### src/rtl/gpio_arbiter.sv
// Two-requester round-robin arbiter driving a simple register bus with a
// SETUP / STROBE / HOLD access sequence; every output comes straight from a flop.
module gpio_arbiter #(
    parameter int unsigned STROBE_CYCLES = 2
) (
    input  logic        Clk,
    input  logic        ResetN,
    input  logic        Req0,
    input  logic        Req1,
    input  logic        Write0,
    input  logic        Write1,
    input  logic [3:0]  Addr0,
    input  logic [3:0]  Addr1,
    input  logic [15:0] Data0,
    input  logic [15:0] Data1,
    output logic        Ack0,
    output logic        Ack1,
    output logic [15:0] RdData,
    output logic        Busy,
    output logic [3:0]  BusAddr,
    output logic [15:0] BusDataWr,
    input  logic [15:0] BusDataRd,
    output logic        BusEn,
    output logic        BusRd,
    output logic        BusWr
);

    typedef enum logic [1:0] {StIdle, StSetup, StStrobe, StHold} state_t;

    state_t      state_q, state_d;
    logic [3:0]  cnt_q, cnt_d;
    logic        last_q, last_d;    // last granted requester, also the active one
    logic        wr_q, wr_d;
    logic [3:0]  bus_addr_q, bus_addr_d;
    logic [15:0] bus_data_wr_q, bus_data_wr_d;
    logic [15:0] rd_data_q, rd_data_d;
    logic        bus_en_q, bus_en_d;
    logic        bus_rd_q, bus_rd_d;
    logic        bus_wr_q, bus_wr_d;
    logic        ack0_q, ack0_d;
    logic        ack1_q, ack1_d;
    logic        busy_q, busy_d;
    logic        pick1;

    // Requester 1 wins when alone, or on contention when 0 was granted last.
    assign pick1 = Req1 & (~Req0 | ~last_q);

    always_comb begin
        state_d       = state_q;
        cnt_d         = cnt_q;
        last_d        = last_q;
        wr_d          = wr_q;
        bus_addr_d    = bus_addr_q;
        bus_data_wr_d = bus_data_wr_q;
        rd_data_d     = rd_data_q;
        bus_en_d      = bus_en_q;
        bus_rd_d      = 1'b0;
        bus_wr_d      = 1'b0;
        ack0_d        = 1'b0;
        ack1_d        = 1'b0;
        case (state_q)
            StIdle: begin
                bus_en_d = 1'b0;
                if (Req0 || Req1) begin
                    state_d       = StSetup;
                    last_d        = pick1;
                    wr_d          = pick1 ? Write1 : Write0;
                    bus_addr_d    = pick1 ? Addr1 : Addr0;
                    bus_data_wr_d = pick1 ? Data1 : Data0;
                    bus_en_d      = 1'b1;
                end
            end
            StSetup: begin
                state_d  = StStrobe;
                cnt_d    = 4'(STROBE_CYCLES - 1);
                bus_wr_d = wr_q;
                bus_rd_d = ~wr_q;
            end
            StStrobe: begin
                if (cnt_q == 4'd0) begin
                    state_d = StHold;
                    if (!wr_q) begin
                        rd_data_d = BusDataRd;
                    end
                    ack0_d = ~last_q;
                    ack1_d = last_q;
                end else begin
                    cnt_d    = cnt_q - 4'd1;
                    bus_wr_d = wr_q;
                    bus_rd_d = ~wr_q;
                end
            end
            StHold: begin
                state_d  = StIdle;
                bus_en_d = 1'b0;
            end
            default: state_d = StIdle;
        endcase
        busy_d = (state_d != StIdle);
    end

    always_ff @(posedge Clk or negedge ResetN) begin
        if (!ResetN) begin
            state_q       <= StIdle;
            cnt_q         <= 4'd0;
            last_q        <= 1'b1;
            wr_q          <= 1'b0;
            bus_addr_q    <= 4'd0;
            bus_data_wr_q <= 16'h0000;
            rd_data_q     <= 16'h0000;
            bus_en_q      <= 1'b0;
            bus_rd_q      <= 1'b0;
            bus_wr_q      <= 1'b0;
            ack0_q        <= 1'b0;
            ack1_q        <= 1'b0;
            busy_q        <= 1'b0;
        end else begin
            state_q       <= state_d;
            cnt_q         <= cnt_d;
            last_q        <= last_d;
            wr_q          <= wr_d;
            bus_addr_q    <= bus_addr_d;
            bus_data_wr_q <= bus_data_wr_d;
            rd_data_q     <= rd_data_d;
            bus_en_q      <= bus_en_d;
            bus_rd_q      <= bus_rd_d;
            bus_wr_q      <= bus_wr_d;
            ack0_q        <= ack0_d;
            ack1_q        <= ack1_d;
            busy_q        <= busy_d;
        end
    end

    assign Ack0      = ack0_q;
    assign Ack1      = ack1_q;
    assign RdData    = rd_data_q;
    assign Busy      = busy_q;
    assign BusAddr   = bus_addr_q;
    assign BusDataWr = bus_data_wr_q;
    assign BusEn     = bus_en_q;
    assign BusRd     = bus_rd_q;
    assign BusWr     = bus_wr_q;

endmodule

### config.mk
export PLATFORM = sky130hd
export DESIGN_NAME = gpio_arbiter
export DESIGN_NICKNAME = d
export VERILOG_FILES = /design/src/rtl/gpio_arbiter.sv
export SDC_FILE = /design/constraint.sdc
export NUM_CORES = 1
export LEC_CHECK = 0
export CORE_MARGIN = 8
export CORE_UTILIZATION = 42
export CTS_CLUSTER_DIAMETER = 40
export DETAILED_ROUTE_END_ITERATION = 8
export PLACE_DENSITY = 0.8
export SYNTH_ARGS = -nofsm -noshare
export SYNTH_HDL_FRONTEND = slang
export SYNTH_SLANG_ARGS = --single-unit
export TNS_END_PERCENT = 5
### constraint.sdc
create_clock -name Clk -period 2.49 [get_ports Clk]
set_input_delay 0.498 -clock Clk [delete_from_list [all_inputs] [get_ports Clk]]
set_output_delay 0.498 -clock Clk [all_outputs]
set_load 0.01 [all_outputs]
# Word level (Yosys, flattened, before mapping)
# Cells that the tools add are included.
[op_classes]
n_reduce_logical = 9
addsub = 1
eq_ne = 4
bitwise_logic = 5
n_mux = 18
[op_table]
columns = ["operator", "n"]
rows = [
  ["$mux W16", 1],
  ["$mux W1", 8],
  ["$mux W4", 2],
  ["$pmux W2 S4", 1],
  ["$pmux W4 S2", 1],
  ["$pmux W1 S2", 3],
  ["$reduce_bool A2 Y1", 3],
  ["$eq A2 B2 Y1 const B", 2],
  ["$logic_not A4 Y1", 1],
  ["$mux W2", 2],
  ["$reduce_and A2 Y1", 2],
  ["$sub A4 B1 Y4 const B", 1],
  ["$not A1 Y1", 3],
  ["$reduce_and A3 Y1", 1],
  ["$eq A2 B1 Y1 const B", 1],
  ["$logic_not A2 Y1", 1],
  ["$ne A2 B2 Y1 const B", 1],
  ["$and A1 B1 Y1", 1],
  ["$logic_or A1 B1 Y1", 1],
  ["$or A1 B1 Y1", 1],
]
[word_totals]
inputBits = 62
wordCells = 50
register_bits = 50

# Depth between registers and ports, before layout
# Gate-level depths: netlist (run 1).
[depth]
ltp_word = 4
mapped_depth = 7
depth_no_buf = 5

# Worst setup path after synthesis (run 1)
# OpenSTA, ideal clock, no wires.
[synth_timing]
path_kind = "flip-flop to flip-flop"
start = "register state_q[0]"
end = "register rd_data_q[10], in the netlist RdData[10]"
required_ps = 2365
n_path_buf = 1
t_arrival_ps = 1474
path_slack_ps = 891
stages_incl_launch_ff = 7
path_cell_list = "dfrtp_1 > inv_1 > ha_1 > nand4bb_4 > nor2_8 > buf_8 > mux2_4"
[synth_via]
elab_chain_cells = 2
[synth_lines]
columns = ["item", "line_no", "text"]
rows = [
  ["start, declared", "30", "state_t state_q, state_d;"],
  ["start signal, assigned", "104", "state_q <= StIdle;"],
  ["start signal, assigned", "118", "state_q <= state_d;"],
  ["$eq A2 B2 Y1", "61", "case (state_q)"],
  ["$reduce_and A3 Y1 (no source line)", "-", ""],
  ["end signal, assigned", "124", "rd_data_q <= rd_data_d;"],
  ["end, declared", "36", "logic [15:0] rd_data_q, rd_data_d;"],
]
# No other way between the ends.
# A chain may end at the register's enable or synchronous reset.

# Worst setup path after layout (run 1)
[layout_timing]
start = "register state_q[0]"
end = "register rd_data_q[4], in the netlist RdData[4]"
# Same word-level chain as after synthesis.

==> results_dict.tcl, run 1 <==
set metrics [dict create \
    synthArstFlopShare_pct 100 \
    drt_first_iter_violations 50 \
    fmax_mhz 500 \
    use_met1_pct 17.0 \
    hold_viol 0 \
    path_cells "inv_1 > ha_1 > nand4bb_4 > nor2_8 > mux2_2" \
    p_leak_nw 1.48 \
    dp_hpwl_microns 4410 \
    p_sw_w 0.00136 \
    crit_type "flop to flop" \
    vias 1846 \
    met3_usage_pct 5.55 \
    drt-total-wl_microns 5650 \
    fin_ws_ns 0.489 \
    setup_viol 0 \
    cts_hold_buf 0 \
    drc 0 \
    p_per_area_nw_per_um2 1140 \
    grt_usage_pct 14.9 \
    regToRegSetupSlack_ns 0.49 \
    ctsResizeCount 0 \
    worstPathArrival_ns 2.18 \
    p_seq_share_pct 36.6 \
    grt_antenna_before_repair 0 \
    placed_cell_area_sq_um 3380 \
    drtAntennaViolNets 0 \
    gp_congestion 0.802 \
    max_slew_margin_pct 71.1 \
    maxCapViolCount 0 \
    rsz0062_at_grt "no" \
    period_minus_slack_ns 2.00 \
    tritoncts "yes" \
    clkPwrFrac_pct 12.0 \
    gr-total-overflow 0 \
    yosys_warnings 0 \
    synth_most_common_cell "dfrtp_1" \
    synth_seq_cells 50 \
    die_w_microns 89.7 \
    syn_nets 279 \
    critPathMaxFanout 16 \
    grt_pass1_wl_microns 9200 \
    drv_slew 0 \
    outcome "complete, no violations" \
    critPathCaptureType "flop" \
    ys_types 36 \
    routed_via_density 4.78 \
    crit_required_ns 2.67 \
    htreeDepth 2 \
    worstHoldPathType "input pin to asynchronous set/reset pin" \
    cts_setup_buffers 0 \
    multi_input_area_sq_um 952 \
    max_stage_delay_ns 0.44 \
    wire_per_inst_microns 14.6 \
    clock-sinks 50 \
    pwr-share-comb_pct 51.4 \
    grt_use_met2_pct 24.6 \
    clock_skew_ns 0.00684 \
    cts_buffers 5 \
    vdd_ir_drop_max_mv 0.514 \
    swShare_pct 34.4 \
    setup_tns_ns 0 \
    synthCells 210 \
    ioPinCount 104 \
    slowest_stage "dfrtp_1" \
    grt_pass1_vias 1973 \
    start_util_pct 42.4 \
    synth-seq-area-share_pct 54.9 \
    grt_max_degree 35 \
    clkLatencyLatePin_ns 0.29 \
    clk_pin_slew_worst_paths_ns 0.09 \
    grt_most_used_layer "met2" \
    layout-drive-gt1-share_pct 11.5 \
    synth_ff_type "dfrtp_1" \
    stdcell_area_sq_um 3470 \
    clockRootBuffer "clkbuf_8" \
    yosysTopAreaCell "dfrtp_1" \
    cts_buffer_depth 2 \
    pre_cts_slack_ns 0.495 \
    synth_area_leaders "dfrtp_1 54%, nand2_1 7.7%, mux2_4 6.6%" \
    worst_slew_pin_slew_ns 0.433 \
    worst_setup_path_start_kind "flop" \
    fin_util_pct 64.7 \
    yosysTopAreaCellShare_pct 53.8 \
    antenna_cells 0 \
    internal-power_w 0.00260 \
    core_sq_um 5370 \
    nFillCells 455 \
    fin_crit_sh_pct 80.3 \
    syn_area_sq_um 2280 \
    first_pass_iters 4 \
    synth_edf_count 0 \
    synth_commonest_cells "49 x dfrtp_1, 47 x nand2_1, 28 x nor2_1" \
    area_growth_syn_to_layout_pct 52.4 \
    rows 27 \
    register_area_sq_um 1250 \
    synth_area_per_cell_sq_um 10.9 \
    die-area_sq_um 8040 \
    portBuffers 103 \
    nets 382 \
    die_h_microns 89.7 \
]
[metrics by stage]
step | instances | power, W | hold WS (ns)
after floorplan | 210 | 0.00253 | 0.202
after detailed placement | 378 | 0.00353 | 0.456
final | 386 | 0.00396 | 0.125
after global routing | 386 | 0.00428 | 0.146
after global placement | 378 | 0.00347 | 0.457
after CTS | 386 | 0.00403 | 0.127
[final timing paths]
| path | startpoint | endpoint | depth (start not counted) |
|---|---|---|---|
| worst max-delay path | state_q[0] | RdData[4] | 5 |
| worst min-delay path | ResetN | state_q[0] | 1 |
| worst max register to register | state_q[0] | RdData[4] | 5 |
| worst min register to register | BusEn | BusEn | 2 |
| max in group asynchronous | ResetN | last_q | 2 |
| min in group Clk | BusEn | BusEn | 2 |
[worst max-delay path: cells and delay by family (launching register included)]
family | cells | cell delay, ns
flip-flops | 1 | 0.44
multiplexers | 1 | 0.38
buffers and inverters | 1 | 0.12
adder cells (fa/ha/maj) | 1 | 0.42
AND/OR/NAND/NOR | 2 | 0.51
[state kept, by name, summed over array words and instances (netlist names)]
name       count
Ack0           1
BusEn          1
BusAddr        4
Busy           1
wr_q           1
cnt_q          4
BusRd          1
BusWr          1
BusDataWr     16
Ack1           1
state_q        2
RdData        16
last_q         1
[power groups by stage]
stage          logic, W  registers, W  clock network (W)
4_1_cts         0.00207       0.00146           0.000499
2_1_floorplan  0.000930       0.00160                  0
3_3_place_gp    0.00202       0.00145                  0
6_report        0.00203       0.00145           0.000476
5_1_grt         0.00224       0.00152           0.000525
3_5_place_dp    0.00206       0.00147                  0
[logic make-up (layout without fill, tap and decap cells)]
family,after synthesis,after routing,synth area share (%)
flip-flops,50,50,54.9
buffers and inverters,15,119,3.29
adder cells (fa/ha/maj),7,7,3.84
XOR/XNOR,1,1,0.384
AO/OA/AOI/OAI,33,33,9.71
AND/OR/NAND/NOR,87,87,17.8
multiplexers,17,17,9.99
[cell usage in the layout, fill, tap and decap left out]
| cell type | n |
|---|---|
| nor3b_1 | 1 |
| or2_1 | 1 |
| a211oi_2 | 1 |
| nand3_1 | 1 |
| and3_1 | 1 |
| a21boi_1 | 1 |
| nor2_1 | 28 |
| clkinvlp_4 | 1 |
| a21oi_1 | 2 |
| buf_12 | 1 |
| ha_1 | 7 |
| o21a_1 | 1 |
| buf_2 | 1 |
| nand4b_1 | 1 |
| nand4bb_4 | 1 |
| a22o_1 | 1 |
| inv_1 | 4 |
| nor2_8 | 1 |
| clkbuf_8 | 6 |
| o211ai_1 | 1 |
| o31ai_1 | 1 |
| dfstp_2 | 1 |
| xnor2_1 | 1 |
| a22oi_1 | 1 |
| a31oi_1 | 22 |
| nor3_1 | 1 |
| nand2_1 | 47 |
| nor3b_2 | 1 |
| o21ai_0 | 1 |
| buf_4 | 3 |
| nor2b_1 | 1 |
| clkdlybuf4s50_1 | 102 |
| a21bo_2 | 1 |
| clkinv_2 | 1 |
| nor4b_1 | 1 |
| mux2_2 | 6 |
| dfrtp_1 | 49 |
| or3b_4 | 1 |
| mux2i_1 | 1 |
| mux2_4 | 10 |
[cell type report]
class	instances	area share (%)
Multi-Input combinational cell	145	27.4
Sequential cell	50	36.1
Clock inverter	2	0.360
Inverter	4	0.432
Timing Repair Buffer	107	30.8
Tap cell	72	2.59
Clock buffer	6	2.38
[layer usage]
metal | up-vias | wire length [microns]
li1 | 919 | -
met1 | 843 | 2150
met2 | 73 | 2760
met3 | 11 | 629
met4 | 0 | 114
met5 | - | 0
No activity file was read; power rests on OpenSTA's default activity.
==> inputs of run 2 (changes only) <==
--- a/config.mk
+++ b/config.mk
@@ -6,10 +6,10 @@
 export NUM_CORES = 1
 export LEC_CHECK = 0
 export CORE_MARGIN = 8
-export CORE_UTILIZATION = 42
+export CORE_UTILIZATION = 41
 export CTS_CLUSTER_DIAMETER = 40
 export DETAILED_ROUTE_END_ITERATION = 8
-export PLACE_DENSITY = 0.8
+export PLACE_DENSITY = 0.78
 export SYNTH_ARGS = -nofsm -noshare
 export SYNTH_HDL_FRONTEND = slang
 export SYNTH_SLANG_ARGS = --single-unit
==> constraint.sdc (replaced) <==
create_clock -name Clk -period 1.9 [get_ports Clk]
set_input_delay 0.38 -clock Clk [delete_from_list [all_inputs] [get_ports Clk]]
set_output_delay 0.38 -clock Clk [all_outputs]
set_load 0.01 [all_outputs]
==> run 2 against run 1 <==
Flip-flop and latch count stayed put; final cell count is 0.78% higher; sequential share of layout area is 0.70 points lower; clock-buffer cell count is 1 higher; power is 33% higher; worst hold slack worse by 0.085 ns; cell area is 2.0% higher; clock skew is 0.0040 ns higher; via count is 2.5% higher; critical path depth is 1 higher; maximum frequency is 19% higher; clock power is 29% higher; critical endpoint is now RdData[12]; largest cell class unchanged; largest power group unchanged.
==> results_dict.tcl, run 2 (synthesis gave the netlist of run 1 again) <==
set metrics [dict create \
    rows 27 \
    gp_congestion 0.795 \
    tritoncts "yes" \
    rsz0062_at_grt "no" \
    hold_viol 0 \
    clk_pin_slew_worst_paths_ns 0.09 \
    vdd_ir_drop_max_mv 0.623 \
    dp_hpwl_microns 4530 \
    worstPathArrival_ns 1.85 \
    layout-drive-gt1-share_pct 12.0 \
    outcome "complete, no violations" \
    grt_antenna_before_repair 0 \
    drtAntennaViolNets 0 \
    grt_pass1_vias 2034 \
    drt_first_iter_violations 102 \
    area_growth_syn_to_layout_pct 55.4 \
    clkLatencyLatePin_ns 0.29 \
    cts_setup_buffers 0 \
    final_common_cell "clkdlybuf4s50_1" \
    core_sq_um 5440 \
    wire_per_inst_microns 14.8 \
    power.total_w 0.00527 \
    die_w_microns 90.6 \
    routed_via_density 4.86 \
    max_slew_margin_pct 67.3 \
    die-area_sq_um 8200 \
    crit_type "flop to flop" \
    die_h_microns 90.6 \
    start_util_pct 41.9 \
    cts_buffer_depth 2 \
    gr-total-overflow 0 \
    worst_setup_path_start_kind "flop" \
    clockRootBuffer "clkbuf_8" \
    worstHoldPathType "input pin to asynchronous set/reset pin" \
    p_leak_nw 1.51 \
    fin_util_pct 65.1 \
    hold_slack_ns 0.0402 \
    htreeDepth 2 \
    antenna_cells 0 \
    worst_slew_pin_slew_ns 0.491 \
    critPathMaxFanout 9 \
    grt_usage_pct 14.5 \
    fin_crit_sh_pct 88.4 \
    crit_required_ns 2.07 \
    grt_max_degree 43 \
    clock_skew_ns 0.0108 \
    maxCapViolCount 0 \
    first_pass_iters 4 \
    ctsResizeCount 0 \
    layout_common_cells "102 x clkdlybuf4s50_1, 49 x dfrtp_1, 47 x nand2_1" \
    clock-sinks 50 \
    nets 385 \
    setup_viol 0 \
    drc 0 \
    cts_hold_buf 0 \
    cts_buffers 5 \
    drt-total-wl_microns 5760 \
    portBuffers 103 \
    period_minus_slack_ns 1.68 \
    vias 1892 \
    drv_slew 0 \
    fmax_mhz 595 \
    ioPinCount 104 \
    critPathCaptureType "flop" \
    setup_tns_ns 0 \
    p_per_area_nw_per_um2 1490 \
    grt_pass1_wl_microns 9940 \
]
[run 2: cell types whose count changed in the layout (fill, tap and decap cells not counted)]
cell,before,now
clkbuf_1,0,1
clkinvlp_4,1,0
buf_12,1,5
buf_4,3,2
[run 2: stage by stage]
stage	setup slack, ns	cell area [sq um]	instances
2_1_floorplan	0.301	2280	210
6_report	0.220	3540	389
4_1_cts	0.202	3540	389
3_5_place_dp	0.158	3450	381
5_1_grt	0.143	3540	389
3_3_place_gp	0.220	3450	381
[run 2: path summary, 6_finish.rpt]
check | from | end | slack (ns) | depth (start not counted)
max | cnt_q[0] | RdData[12] | 0.22 | 6
min in group Clk | RdData[4] | RdData[4] | 0.51 | 1
min reg2reg | RdData[4] | RdData[4] | 0.51 | 1
min | ResetN | BusAddr[2] | 0.04 | 1
max in group asynchronous | ResetN | last_q | 1.26 | 2
max reg2reg | cnt_q[0] | RdData[12] | 0.22 | 6
[run 2: cell type report]
| cell class | instances | area (sq um) |
|---|---|---|
| fill | 449 | 1900 |
| clock buffer | 7 | 86.3 |
| sequential | 50 | 1250 |
| tap | 72 | 90.1 |
| timing repair buffer | 110 | 1140 |
| multi-input combinational | 145 | 952 |
| clock inverter | 1 | 5.00 |
| inverter | 4 | 15.0 |
[run 2: power breakdown]
group,internal (W),switching (W),leakage (nW)
Combinational,0.00157,0.00117,0.879
Clock,0.000294,0.000320,0.0482
Sequential,0.00159,0.000321,0.583
[run 2: per-layer routing]
layer / share of wire (%) / vias to the layer above / routed length (microns) / global-route usage [%]
li1: - / 927 / - / -
met1: 43 / 879 / 2500 / 17.7
met2: 44 / 82 / 2560 / 22.0
met3: 11 / 4 / 653 / 7.40
met4: 0.66 / 0 / 38 / 3.33
met5: 0 / - / 0 / 0
[run 2: worst max-delay path: stages, from the launching register on]
cell       delay, ns
dfrtp_1         0.39
inv_1           0.12
ha_1            0.28
nand4bb_4       0.17
nor2_8          0.15
buf_12          0.15
mux2_4          0.30
==> inputs of run 3 (changes only) <==
--- a/config.mk
+++ b/config.mk
@@ -9,6 +9,7 @@
 export CORE_UTILIZATION = 41
 export CTS_CLUSTER_DIAMETER = 40
 export DETAILED_ROUTE_END_ITERATION = 8
+export GPL_TIMING_DRIVEN = 0
 export PLACE_DENSITY = 0.78
 export SYNTH_ARGS = -nofsm -noshare
 export SYNTH_HDL_FRONTEND = slang
==> constraint.sdc (replaced) <==
create_clock -name Clk -period 1.8 [get_ports Clk]
set_input_delay 0.36 -clock Clk [delete_from_list [all_inputs] [get_ports Clk]]
set_output_delay 0.36 -clock Clk [all_outputs]
set_load 0.01 [all_outputs]
==> run 3 against run 2 <==
Setup slack lost 0.16 ns; critical path depth is the same; global-route usage grew 0.94 points; flip-flop and latch count is the same; cell area grew 0.64%; clock skew is essentially flat; sequential power grew 6%; critical path type unchanged.
==> results_dict.tcl, run 3 (synthesis gave the netlist of run 1 again) <==
set metrics [dict create \
    gp_congestion 0.797 \
    pwr-share-comb_pct 52.2 \
    outcome "complete, no violations" \
    p_per_area_nw_per_um2 1580 \
    crit_type "flop to flop" \
    regToRegSetupSlack_ns 0.06 \
    grt_pass1_vias 2141 \
    maxCapViolCount 0 \
    wire_per_inst_microns 15.6 \
    grt_antenna_before_repair 0 \
    max_stage_delay_ns 0.44 \
    worst_setup_path_start_kind "flop" \
    max_slew_margin_pct 60.8 \
    tritoncts "yes" \
    antenna_cells 0 \
    stdcell_area_sq_um 3560 \
    clock-sinks 50 \
    clkPwrFrac_pct 11.9 \
    nFillCells 468 \
    use_met1_pct 17.9 \
    path_cells "inv_1 > ha_2 > nand4bb_4 > nor2_8 > buf_8 > mux2_4" \
    clock_skew_ns 0.0108 \
    reg2reg_depth 6 \
    final_cells 399 \
    r2r-start "state_q[0]" \
    swShare_pct 35.3 \
    dp_hpwl_microns 4920 \
    r2r_end "RdData[14]" \
    ioPinCount 104 \
    worst_slew_pin_slew_ns 0.588 \
    met3_usage_pct 7.15 \
    worstPathArrival_ns 1.92 \
    p_sw_w 0.00198 \
    vdd_ir_drop_max_mv 0.733 \
    grt_use_met2_pct 25.0 \
    setup_viol 0 \
    worstHoldPathType "input pin to asynchronous set/reset pin" \
    area_growth_syn_to_layout_pct 56.4 \
    nets 395 \
    layout-drive-gt1-share_pct 14.7 \
    cts_buffer_depth 2 \
    htreeDepth 2 \
    drc 0 \
    crit_path_end "RdData[14]" \
    die_w_microns 90.6 \
    clockRootBuffer "clkbuf_8" \
    period_minus_slack_ns 1.74 \
    hold_viol 0 \
    vias 1937 \
    grt_pass1_wl_microns 10500 \
    drt-total-wl_microns 6210 \
    dp.cells 386 \
    placed_cell_area_sq_um 3420 \
    slowest_stage "dfrtp_2" \
    layout_common_cells "102 x clkdlybuf4s50_1, 48 x dfrtp_1, 47 x nand2_1" \
    portBuffers 103 \
    drv_slew 0 \
    p_seq_share_pct 35.9 \
    p_leak_nw 1.53 \
    die-area_sq_um 8200 \
    grt_usage_pct 15.4 \
    clk_pin_slew_worst_paths_ns 0.09 \
    gr-total-overflow 0 \
    rows 27 \
    cts_buffers 5 \
    clkLatencyLatePin_ns 0.29 \
    first_pass_iters 4 \
    grt_most_used_layer "met2" \
    core_sq_um 5440 \
    final_common_cell "clkdlybuf4s50_1" \
    grt_max_degree 27 \
    fmax_mhz 575 \
    die_h_microns 90.6 \
    internal-power_w 0.00364 \
    drtAntennaViolNets 0 \
    routed_via_density 4.85 \
    start_util_pct 41.9 \
    fin_crit_sh_pct 96.7 \
    crit_required_ns 1.98 \
    critPathMaxFanout 10 \
    critPathCaptureType "flop" \
    worstSetupStartpoint "state_q[0]" \
    drt_first_iter_violations 82 \
]
## run 3: cell types whose count changed in the layout (fill, tap and decap cells not counted), sizes merged
cell / previous run / this run
clkbuf: 7 / 10
buf: 8 / 14
clkinvlp: 0 / 1
## run 3: routing by layer
| metal | wire (microns) | vias to the layer above |
|---|---|---|
| met5 | 0 | - |
| met4 | 21 | 0 |
| met3 | 662 | 2 |
| met2 | 2970 | 84 |
| met1 | 2550 | 909 |
| li1 | - | 942 |
## run 3: how the worst min path moves through the flow
| stage | to | slack, ns | start |
|---|---|---|---|
| floorplan | Ack0 | 0.06 | ResetN |
| global placement | BusEn | 0.47 | BusEn |
| detailed placement | BusDataWr[15] | 0.39 | ResetN |
| CTS | BusDataWr[6] | 0.07 | ResetN |
| global route | BusDataWr[15] | 0.09 | ResetN |
| finish | BusDataWr[15] | 0.05 | ResetN |
## run 3: area by class of cell
| class | count | area (sq um) | share of cell area, % |
|---|---|---|---|
| flip-flops and latches | 50 | 1250 | 35.2 |
| repair buffers | 109 | 1080 | 30.4 |
| multi-input cells | 145 | 967 | 27.1 |
| well taps | 72 | 90.1 | 2.53 |
| clock buffers | 6 | 82.6 | 2.32 |
| plain buffers | 11 | 60.1 | 1.68 |
| inverters | 4 | 15.0 | 0.421 |
| clock inverters | 2 | 12.5 | 0.351 |
## run 3: power by group through the flow
| stage | registers [W] | logic, W | clock network, W |
|---|---|---|---|
| after global placement | 0.00200 | 0.00284 | 0 |
| after CTS | 0.00202 | 0.00293 | 0.000696 |
| after global routing | 0.00210 | 0.00321 | 0.000734 |
| after detailed placement | 0.00204 | 0.00291 | 0 |
| after floorplan | 0.00221 | 0.00129 | 0 |
| final | 0.00202 | 0.00293 | 0.000670 |
## run 3: critical path, delay by kind of cell, from the launching register on
| kind | cells | cell delay (ns) |
|---|---|---|
| adders and majority gates | 1 | 0.23 |
| buffers and inverters | 2 | 0.29 |
| DFF | 1 | 0.44 |
| muxes | 1 | 0.32 |
| and+or+nand+nor | 2 | 0.35 |
## run 3: stage by stage
step / setup WS, ns / TNS, ns / power, W / util (%) / hold WS, ns
6_report: 0.0595 / 0 / 0.00562 / 65.5 / 0.0530
5_1_grt: -0.0152 / -0.0805 / 0.00604 / 65.5 / 0.0927
4_1_cts: 0.0114 / 0 / 0.00564 / 64.6 / 0.0654
3_5_place_dp: -0.108 / -1.15 / 0.00495 / 62.8 / 0.395
3_3_place_gp: -1.11 / -55.74 / 0.00484 / 62.5 / 0.468
2_1_floorplan: 0.201 / 0 / 0.00350 / - / 0.0644
## run 3: timing repair
item	in CTS	in global routing
endpoints found under the setup margin	0	11
setup buffers	0	5
hold buffers	0	0
gates resized for setup	0	4
endpoints found under the hold margin	0	0
